===== config.mk =====
export PLATFORM = sky130hd
export DESIGN_NAME = data_memory_responder
export DESIGN_NICKNAME = d
export VERILOG_FILES = /design/src/rtl/data_memory_responder.sv
export SDC_FILE = /design/constraint.sdc
export NUM_CORES = 1
export LEC_CHECK = 0
export BUFFER_PORTS_ARGS = -buffer_cell sky130_fd_sc_hd__buf_2
export CAP_MARGIN = 20
export CORE_UTILIZATION = 62
export CTS_CLUSTER_SIZE = 12
export DETAILED_ROUTE_END_ITERATION = 10
export GPL_ROUTABILITY_DRIVEN = 0
export MAX_ROUTING_LAYER = met4
export PLACE_DENSITY = 0.79
export SETUP_SLACK_MARGIN = 0.1
export SYNTH_ARGS = -nofsm -noshare
export SYNTH_HDL_FRONTEND = slang
export SYNTH_SLANG_ARGS = --single-unit

===== constraint.sdc =====
create_clock -name i_clk -period 3.1 [get_ports i_clk]
set_input_delay 0.62 -clock i_clk [delete_from_list [all_inputs] [get_ports i_clk]]
set_output_delay 0.62 -clock i_clk [all_outputs]
set_load 0.05 [all_outputs]

===== src/rtl/data_memory_responder.sv =====
// data_memory_responder
// Word-addressed data memory sitting behind the MEM stage's load/store port.
// One request is taken at a time over valid/ready. The response comes back a
// fixed LATENCY cycles after the accept edge and is held until it is taken.
//
// state  | meaning
// -------+-----------------------------------------------------------------
// S_IDLE | ready for a request; the accept edge does the write or captures the read
// S_WAIT | latency countdown; new requests are ignored
// S_RESP | response presented; held until a rsp_ready edge
//
// Memory contents have no reset. They power up as memory[i] = i. A store that
// has been accepted stays written even if reset arrives before its response.
module data_memory_responder #(
  parameter int DEPTH   = 32,
  parameter int LATENCY = 2
) (
  input  logic        i_clk,
  input  logic        i_rst_n,
  input  logic        i_req_valid,
  output logic        o_req_ready,
  input  logic        i_req_we,
  input  logic [3:0]  i_req_be,
  input  logic [31:0] i_req_addr,
  input  logic [31:0] i_req_wdata,
  output logic        o_rsp_valid,
  input  logic        i_rsp_ready,
  output logic [31:0] o_rsp_rdata,
  output logic        o_rsp_err
);

  localparam int AW = (DEPTH > 1) ? $clog2(DEPTH) : 1;

  typedef enum logic [1:0] {
    S_IDLE = 2'd0,
    S_WAIT = 2'd1,
    S_RESP = 2'd2
  } state_t;

  function automatic logic [DEPTH-1:0][31:0] mem_init();
    logic [DEPTH-1:0][31:0] m;
    for (int i = 0; i < DEPTH; i++) begin
      m[i] = 32'(i);
    end
    return m;
  endfunction

  state_t                 r_state;
  logic [3:0]             r_cnt;
  logic                   r_rsp_valid;
  logic [31:0]            r_rsp_rdata;
  logic                   r_rsp_err;
  logic [DEPTH-1:0][31:0] r_mem = mem_init();

  logic          w_req_ready;
  logic          w_accept;
  logic          w_in_range;
  logic [AW-1:0] w_idx;

  // Ready is gated by rst_n directly so that it drops the moment reset asserts.
  assign w_req_ready = (r_state == S_IDLE) && i_rst_n;
  assign w_accept    = i_req_valid && w_req_ready;
  // The compare uses all 32 address bits, so there is no aliasing onto low words.
  assign w_in_range  = (i_req_addr < 32'(DEPTH));
  assign w_idx       = i_req_addr[AW-1:0];

  assign o_req_ready = w_req_ready;
  assign o_rsp_valid = r_rsp_valid;
  assign o_rsp_rdata = r_rsp_rdata;
  assign o_rsp_err   = r_rsp_err;

  // Byte-enabled store into the array on the accept edge. There is no reset here.
  always_ff @(posedge i_clk) begin
    if (w_accept && i_req_we && w_in_range) begin
      for (int k = 0; k < 4; k++) begin
        if (i_req_be[k]) begin
          r_mem[w_idx][8*k +: 8] <= i_req_wdata[8*k +: 8];
        end
      end
    end
  end

  // Request/response sequencing. All response outputs are registered here.
  always_ff @(posedge i_clk or negedge i_rst_n) begin
    if (!i_rst_n) begin
      r_state     <= S_IDLE;
      r_cnt       <= '0;
      r_rsp_valid <= 1'b0;
      r_rsp_rdata <= '0;
      r_rsp_err   <= 1'b0;
    end else begin
      unique case (r_state)
        S_IDLE: begin
          if (w_accept) begin
            r_rsp_err   <= !w_in_range;
            r_rsp_rdata <= (w_in_range && !i_req_we) ? r_mem[w_idx] : '0;
            if (LATENCY == 1) begin
              r_state     <= S_RESP;
              r_rsp_valid <= 1'b1;
            end else begin
              r_state <= S_WAIT;
              r_cnt   <= 4'(LATENCY - 1);
            end
          end
        end
        S_WAIT: begin
          r_cnt <= r_cnt - 4'd1;
          if (r_cnt == 4'd1) begin
            r_state     <= S_RESP;
            r_rsp_valid <= 1'b1;
          end
        end
        S_RESP: begin
          if (i_rsp_ready) begin
            r_state     <= S_IDLE;
            r_rsp_valid <= 1'b0;
            r_rsp_rdata <= '0;
            r_rsp_err   <= 1'b0;
          end
        end
        default: begin
          r_state <= S_IDLE;
        end
      endcase
    end
  end

endmodule


==> results.md, run 1 <==
Outcome:
- The run finished with clean final reports.

Timing:
- The shortest period the worst path allows is 2.59 ns.
- After routing, the total negative slack on setup checks comes to 0 ns.
- The largest clock skew in the final design is ~0.03 ns.
- The total count of max-transition violations in the final report came to 0.
- For the pin with the worst max-slew slack, the measured transition is 1.14 ns.
- The portion of the clock cycle consumed by the worst path in the final layout is a little over four fifths.
- The total of endpoints with negative setup slack in the final report is 0.
- The worst setup margin is between 0.5 and 0.6 ns.
- The highest clock frequency the design can meet is about 0.39 GHz.
- The number of hold-slack violations in the final timing report is 0.
- Setup repair after global routing left no endpoint under its margin.
- The remaining max-slew budget at the tightest pin is a little under a quarter.

Die:
- The die covers just over 0.07 mm^2.
- The die is 266 um wide.
- After floorplanning, the core was sized to cover 0.0687 mm^2.
- The vertical die dimension is approximately 270 um.
- The number of standard-cell rows in the floorplan is 96.
- The number of top-level design ports is 108.
- The initial cell density of the core is between 60% and 70%.

Setup path:
- Walking the worst path, the cells encountered are nor3b_4, nand2_1, nor3_2, buf_4, nand3_1, buf_4, nor2_1, buf_4.
- The kind of capture point of the worst setup path is a flip-flop.
- On the worst path, the slowest cell contributes a delay of about 0.46 ns.
- The startpoint kind of the worst setup timing path is a flip-flop.
- The length in cells of the worst reg-to-reg path is 8.
- The cell repeated most along the worst path is sky130_fd_sc_hd__buf_4.
- Across all register-to-register paths, the minimum setup slack is a little over 0.5 ns.
- For the worst setup path, the data arrival time is about 3.0 ns.
- The category of the critical setup timing path is reg -> reg.
- The worst register-to-register path ends at r_mem[1009].
- Data on the critical path is required at its endpoint by approximately 3.5 ns.
- The worst register-to-register path begins at r_state[0].
- The count of buffer and inverter cells on the critical path is 3.
- On the critical path the largest part of the delay comes from simple AND/OR/NAND/NOR gates.
- The maximum fanout encountered on the critical timing path is 32.
- The critical path's slowest cell is sky130_fd_sc_hd__dfrtp_1.

Drt:
- The via-per-instance ratio is ~6.7.
- For this run, design rule violations remaining after detail routing come to 0.
- Dividing the detail-routed wire length by the instance count gives just under 30 um.
- Before antenna repair, the detailed router went through 8 iterations.
- The number of design-rule violations left by the first detailed-router iteration is 3607.
- The total length of routed wires is roughly 110000 um.
- The count of nets left with antenna violations once routing finished came out at 0.
- The routed layout has between 20000 and 30000 vias.

Clock network:
- Gates resized during post-CTS repair numbered 0.
- In this run the post-CTS setup repair buffer count came out at 0.
- The later pin in the worst-skew pair is clocked with a latency of approximately 0.69 ns.
- The clock transition at the registers of the reported paths is approximately 0.06 ns.
- The number of levels in the clock H-tree is 3.
- The clock tree from TritonCTS is yes.
- The maximum buffer depth of the clock tree is 3.
- The cell at the root of the clock tree is sky130_fd_sc_hd__clkbuf_16.
- For this design, the sink count on the clock tree is 1064.
- TritonCTS created around 110 clock buffers.
- The number of hold buffers added after CTS was 0.

Global routing:
- Entering global routing, the biggest net connects 54 pins.
- For this run the aggregate overflow at the end of global routing stands at 0.
- Global routing used between 30% and 40% of the available tracks across all layers.
- The number of global-route vias before repair is between 20000 and 30000.
- The wire length of the first global-routing pass is between 150000 and 200000 um.
- The initial antenna violation count is 4.

Final layout:
- The area occupied by multi-input gates is roughly 0.011 mm^2.
- Cells with a size suffix above 1 make up roughly 22% of the layout.
- The final net count is 2823.
- In the final layout, flip-flops and latches occupy roughly 0.032 mm^2.
- The number of inserted filler cells in the final layout is around 4100.
- The area added between synthesis and finish is 14.1%.

Power:
- In this run the static leakage power is approximately 18 nW.
- The internal power component is around 23 mW.
- Dividing total power by cell area gives a power density of roughly 600 mW/mm^2.
- The sequential power share is between 50% and 60%.
- The switching power is ~6.3 mW.
- The switching share of power is a little over a fifth.
- The worst-case vdd ir drop is 435 uV.
- The part of the total power dissipated in combinational logic is approximately 5.6%.
- The clock network burns slightly above 40% of the power.

Placed design:
- Once detailed placement completed, the half-perimeter wirelength came to between 70000 and 80000 um.
- The number of port buffers is between 100 and 150.
- The worst slack at placement is ~0.16 ns.

Yosys:
- In the post-synthesis netlist, the biggest area contributors are sky130_fd_sc_hd__edfxtp_1 71%, sky130_fd_sc_hd__mux2i_1 6.4%, sky130_fd_sc_hd__mux4_2 6.2%.
- Among all cell types in the netlist, the one instantiated most often is sky130_fd_sc_hd__edfxtp_1.
- The synthesized netlist contains 48 unique library cells.
- The total number of yosys warnings is 0.
- The post-synthesis sequential area ratio is 73.5%.
- The cell area that synthesis handed to floorplanning was between 0.04 and 0.05 mm^2.
- Counting flops with a built-in enable in the synthesized netlist gives between 1000 and 1500.
- The top-area cell type share of the netlist area is a little over 70%.
- Counting every net in the synthesized netlist gives 2546.
- The number of instances in the synthesized netlist is approximately 2500.
- The average cell area after synthesis is approximately 17 um^2.
- The dominant synthesized flop cell is sky130_fd_sc_hd__edfxtp_1.
- The flip-flop and latch count after synthesis is 1064.
- In the synthesized netlist, the cells that appear most often are 1024 x sky130_fd_sc_hd__edfxtp_1, 277 x sky130_fd_sc_hd__mux2i_1, 263 x sky130_fd_sc_hd__and2_1.
- The dominant cell type by area after synthesis is sky130_fd_sc_hd__edfxtp_1.
- For this run, asynchronously set or reset flops after synthesis account for between 3 and 4%.

Hold path:
- The cell depth of the worst hold path is 2.
- The path class of the tightest hold or removal check is in -> reg.
- The critical hold path startpoint is i_rsp_ready.
- The hold-critical path endpoint is r_state[1].

Flow run:
- The number of maximum-capacitance constraint violations is 0.
flip-flops by register name (all words and copies together), names as in the netlist:
register,cells
r_state,2
r_cnt,4
o_rsp_valid,1
o_rsp_rdata,32
o_rsp_err,1
r_mem,1024
worst reg2reg max path: stages (launching register included):
cell and delay (ns):
sky130_fd_sc_hd__dfrtp_1 0.46, sky130_fd_sc_hd__nor3b_4 0.25, sky130_fd_sc_hd__nand2_1 0.23, sky130_fd_sc_hd__nor3_2 0.25, sky130_fd_sc_hd__buf_4 0.16, sky130_fd_sc_hd__nand3_1 0.07, sky130_fd_sc_hd__buf_4 0.26, sky130_fd_sc_hd__nor2_1 0.34
sky130_fd_sc_hd__buf_4 0.25
through the flow:
| step | power, mW | util, % | hold WS, ns | instance area, um^2 | instances |
|---|---|---|---|---|---|
| after floorplan | 17.0 | - | 0.324 | 43200 | 2471 |
| after global placement | 17.7 | 67.0 | 0.465 | 46000 | 3572 |
| after detailed placement | 17.7 | 67.0 | 0.486 | 46000 | 3572 |
| after CTS | 29.6 | 71.7 | 0.140 | 49300 | 3761 |
| after global routing | 30.3 | 71.7 | 0.139 | 49300 | 3764 |
| final | 29.6 | 71.7 | 0.152 | 49300 | 3765 |
power groups by stage:
stage	Clock, mW	Combinational (mW)	Sequential [mW]
global placement	0	1.57	16.1
finish	12.1	1.66	15.8
detailed placement	0	1.62	16.1
CTS	12.2	1.63	15.8
floorplan	0	0.868	16.1
global route	12.7	1.72	15.8
layout make-up:
| type | count | area share [%] |
|---|---|---|
| well taps | 931 | 2.36 |
| flip-flops and latches | 1064 | 64.4 |
| clock buffers | 174 | 6.33 |
| diodes | 4 | 0.0203 |
| inverters | 2 | 0.0152 |
| repair buffers | 330 | 4.90 |
| multi-input cells | 1245 | 21.7 |
| clock inverters | 15 | 0.249 |
cell families (layout without fill, tap and decap cells):
group	after synthesis	in the layout	share of synthesized area, %
compound gates	240	240	4.04
xor+xnor	1	1	0.0203
fa+ha+maj	2	2	0.0579
buf+inv	162	521	2.01
flops	1064	1064	73.5
mux	395	395	12.6
other cells	0	4	0
simple gates	607	607	7.78
cells in the final DEF (no fill, tap or decap), types with 4 or more instances in the layout:
cell type	netlist	final
sky130_fd_sc_hd__edfxtp_1	1024	1024
sky130_fd_sc_hd__mux2i_1	277	277
sky130_fd_sc_hd__and2_1	263	263
sky130_fd_sc_hd__buf_4	38	208
sky130_fd_sc_hd__a22oi_1	137	137
sky130_fd_sc_hd__nor2_1	131	130
sky130_fd_sc_hd__mux4_2	118	118
sky130_fd_sc_hd__clkbuf_16	0	109
sky130_fd_sc_hd__buf_2	59	105
sky130_fd_sc_hd__nand2_1	59	59
sky130_fd_sc_hd__o22ai_1	53	53
sky130_fd_sc_hd__clkbuf_1	54	50
sky130_fd_sc_hd__nor3_1	56	46
sky130_fd_sc_hd__dfrtp_1	40	40
sky130_fd_sc_hd__nand4_1	32	32
sky130_fd_sc_hd__a22o_1	22	22
sky130_fd_sc_hd__clkbuf_8	0	16
sky130_fd_sc_hd__o21ai_0	15	15
sky130_fd_sc_hd__buf_12	0	15
sky130_fd_sc_hd__nor2_2	13	13
sky130_fd_sc_hd__nor3_2	1	11
sky130_fd_sc_hd__a32o_1	10	10
sky130_fd_sc_hd__nor2b_1	9	9
sky130_fd_sc_hd__nand3_1	8	8
sky130_fd_sc_hd__clkinv_1	0	8
sky130_fd_sc_hd__nor4_1	7	6
sky130_fd_sc_hd__diode_2	0	4
sky130_fd_sc_hd__nor4b_4	2	4
worst max path at each step:
stage / slack [ns] / cells after the start / to / start
after floorplan: 0.06 / 6 / r_mem[184] / i_rst_n
after global placement: 0.26 / 9 / r_mem[1014] / i_req_addr[21]
after detailed placement: 0.16 / 9 / r_mem[407] / i_req_addr[30]
after CTS: 0.58 / 8 / r_mem[1014] / r_state[0]
after global routing: 0.46 / 8 / r_mem[987] / r_state[0]
final: 0.51 / 8 / r_mem[1009] / r_state[0]
layer usage:
| metal | vias up | part of all wire (%) | GRT usage, % |
|---|---|---|---|
| met3 | 338 | 12 | 7.61 |
| met4 | 0 | 4.4 | 12.8 |
| met2 | 1827 | 48 | 51.3 |
| met5 | - | 0 | - |
| li1 | 10300 | - | - |
| met1 | 12600 | 36 | 43.6 |
(Power assumes the default switching activity.)
==> run 2, diff against run 1 <==
==> constraint.sdc (replaced) <==
create_clock -name i_clk -period 2.6 [get_ports i_clk]
set_input_delay 0.52 -clock i_clk [delete_from_list [all_inputs] [get_ports i_clk]]
set_output_delay 0.52 -clock i_clk [all_outputs]
set_load 0.05 [all_outputs]
==> results.md, run 2 (synthesis gave the netlist of run 1 again) <==
Outcome:
- Outcome: finished clean (unchanged).

Final layout:
- The area added between synthesis and finish came to 17.3% (was 14.1%).
- Commonest cells after routing, fill and taps aside: 1024 x sky130_fd_sc_hd__edfxtp_1, 277 x sky130_fd_sc_hd__mux2i_1, 263 x sky130_fd_sc_hd__and2_1 (unchanged).
- The flip-flop count of the largest register, all copies and words added is 1024 (unchanged).
- The register name with the most flops is r_mem (unchanged).
- The fraction of final layout cells with drive strength greater than 1 is 24.8% (was 21.9%).
- The number of inserted filler cells in the final layout is 3961 (was 4079).
- The most frequent standard cell in the layout excluding fill and tap cells is sky130_fd_sc_hd__edfxtp_1 (unchanged).
- The final net count is 2901 (was 2823).

Setup path:
- The end point of the critical path is r_mem[406] (was r_mem[1009]).
- The category of the critical setup timing path is reg -> reg (unchanged).
- The maximum fanout encountered on the critical timing path is 32 (unchanged).
- The length in cells of the worst reg-to-reg path is 8 (unchanged).
- The startpoint kind of the worst setup timing path is a flip-flop (unchanged).
- The required time of the critical path was 2.95 ns (was 3.46 ns).
- The startpoint of the worst setup timing path is r_state[0] (unchanged).
- The kind of capture point of the worst setup path is a flip-flop (unchanged).
- The critical path arrival came to 2.77 ns (was 2.95 ns).
- The capturing point of the worst reg2reg path is r_mem[406] (was r_mem[1009]).
- The internal reg-to-reg setup slack is 0.18 ns (was 0.51 ns).
- The reg-to-reg critical path startpoint is r_state[0] (unchanged).

Clock network:
- The cell at the root of the clock tree is sky130_fd_sc_hd__clkbuf_16 (unchanged).
- The maximum buffer depth of the clock tree is 3 (unchanged).
- The count of clock tree sinks was 1064 (unchanged).
- The clock transition at the registers of the reported paths is 0.06 ns (about the same).
- The clock latency on the worst-skew pair is 0.66 ns (was 0.69 ns).
- The number of buffers created by CTS was 104 (was 105).
- The number of levels in the clock H-tree is 3 (unchanged).
- The clock tree from TritonCTS is yes (unchanged).

Drt:
- The average wire per standard cell came to 30.3 um (was 29.8 um).
- The remaining number of nets flagged by the antenna check after routing is 0 (unchanged).
- The first-pass iteration count of the detailed router is 7 (was 8).
- The number of design-rule violations left by the first detailed-router iteration is 3546 (was 3607).
- The total length of routed wires was 117000 um (was 112000 um).
- The number of remaining DRC errors is 0 (unchanged).
- The via-per-instance ratio was 6.64 (was 6.65).
- The number of vias after detailed routing was 25500 (was 25000).

Die:
- The number of top-level design ports was 108 (unchanged).
- The overall die width is 266 um (unchanged).
- The initial cell density of the core was 62.9% (unchanged).
- The core area came to 0.0687 mm^2 (unchanged).
- The floorplan die area came to 0.0707 mm^2 (unchanged).
- The number of standard-cell rows in the floorplan is 96 (unchanged).
- The vertical die dimension is 266 um (unchanged).

Timing:
- The highest clock frequency the design can meet is 0.413 GHz (was 0.386 GHz).
- The total count of max-transition violations in the final report came to 0 (unchanged).
- The summed negative setup slack over all endpoints is 0 ns (unchanged).
- The portion of the clock cycle consumed by the worst path in the final layout is 93.2% (was 83.7%).
- The shortest period the worst path allows is 2.42 ns (was 2.59 ns).
- Unrepaired setup endpoints after global routing: false (unchanged).
- The remaining max-slew budget at the tightest pin is 38.0% (was 23.6%).
- The largest clock skew in the final design is 0.0307 ns (was 0.0299 ns).
- The number of hold-slack violations in the final timing report is 0 (unchanged).
- The total of endpoints with negative setup slack in the final report was 0 (unchanged).
- The transition time at the pin with the least slew margin is 0.926 ns (was 1.14 ns).

Power:
- The cell area power density was 689 mW/mm^2 (was 600 mW/mm^2).
- The worst-case vdd ir drop is 579 uV (was 435 uV).
- The overall power came to 34.9 mW (was 29.6 mW).
- The standby leakage power is 18.4 nW (was 17.6 nW).

Placed design:
- The half-perimeter wire length after detailed placement is 76900 um (was 72300 um).
- The number of port buffers came to 107 (unchanged).

Global routing:
- The remaining global-route overflow is 0 (unchanged).
- The number of global-route vias before repair was 25600 (was 25100).
- The total routing usage reported by global routing is 34.6% (was 33.3%).
- The initial antenna violation count is 5 (was 4).
- The maximum number of pins on one net before global-route repair is 41 (was 54).
- The wire length of the first global-routing pass is 170000 um (was 163000 um).

Hold path:
- The critical hold path startpoint is i_rsp_ready (unchanged).
- The worst min-delay path category is in -> reg (unchanged).

Flow run:
- The number of maximum-capacitance constraint violations is 0 (unchanged).
==> run 2: cell count changes in the layout (fill, tap and decap cells not counted), sizes merged <==
cell    delta
buf       +79
clkbuf     +6
bufinv     -2
clkinv     -2
diode      +1
inv        +1
==> run 2: what timing repair did <==
action                                  CTS  global route
hold buffers                              0             0
setup buffers                             0             0
endpoints found under the setup margin    3            36
gates resized for setup                   1             6
hold endpoints to repair                  0             0
==> run 2: how the worst min path moves through the flow <==
stage	end	slack [ns]	depth (start not counted)
detailed placement	r_cnt[3]	0.49	1
floorplan	o_rsp_err	0.22	0
global placement	o_rsp_valid	0.47	2
global route	r_state[1]	0.09	2
CTS	r_state[1]	0.06	2
finish	r_state[1]	0.08	2
==> run 2: area by class of cell <==
cell class	instances	area (um^2)	area share, %
flip-flops and latches	1064	31800	62.7
multi-input cells	1245	11000	21.8
repair buffers	409	3600	7.10
clock buffers	180	3000	5.92
well taps	931	1160	2.30
clock inverters	12	81.3	0.161
diodes	5	12.5	0.0247
inverters	2	7.51	0.0148
==> run 2: report_power, final <==
part	internal [mW]	total [mW]	switching [mW]
clock network	7.77	13.9	6.14
registers	18.8	18.8	0.0717
logic	0.735	2.12	1.39
==> run 2: through the flow <==
stage	worst slack, ns	std cells	instance area, um^2	hold WS (ns)	utilization [%]
floorplan	-0.0440	2471	43600	0.224	-
detailed placement	-0.132	3651	47500	0.488	69.2
CTS	0.134	3843	50600	0.0610	73.7
finish	0.177	3848	50600	0.0827	73.7
global placement	-0.399	3650	47500	0.473	69.2
global route	0.0874	3847	50600	0.0944	73.7
==> run 2: per-layer routing <==
| metal | vias to the layer above | wire (um) | track usage (%) |
|---|---|---|---|
| li1 | 10500 | - | - |
| met1 | 12900 | 41900 | 45.7 |
| met2 | 1848 | 55900 | 53.2 |
| met3 | 351 | 13200 | 6.37 |
| met4 | 0 | 5680 | 15.6 |
| met5 | - | 0 | - |
==> run 2: critical path, cell delays in order, from the launching register on <==
cell	delay, ns
sky130_fd_sc_hd__dfrtp_1	0.46
sky130_fd_sc_hd__nor3b_4	0.25
sky130_fd_sc_hd__nand2_2	0.16
sky130_fd_sc_hd__nor3_4	0.25
sky130_fd_sc_hd__buf_12	0.16
sky130_fd_sc_hd__nand3_1	0.13
sky130_fd_sc_hd__buf_12	0.21
sky130_fd_sc_hd__nor2_1	0.27
sky130_fd_sc_hd__buf_6	0.20
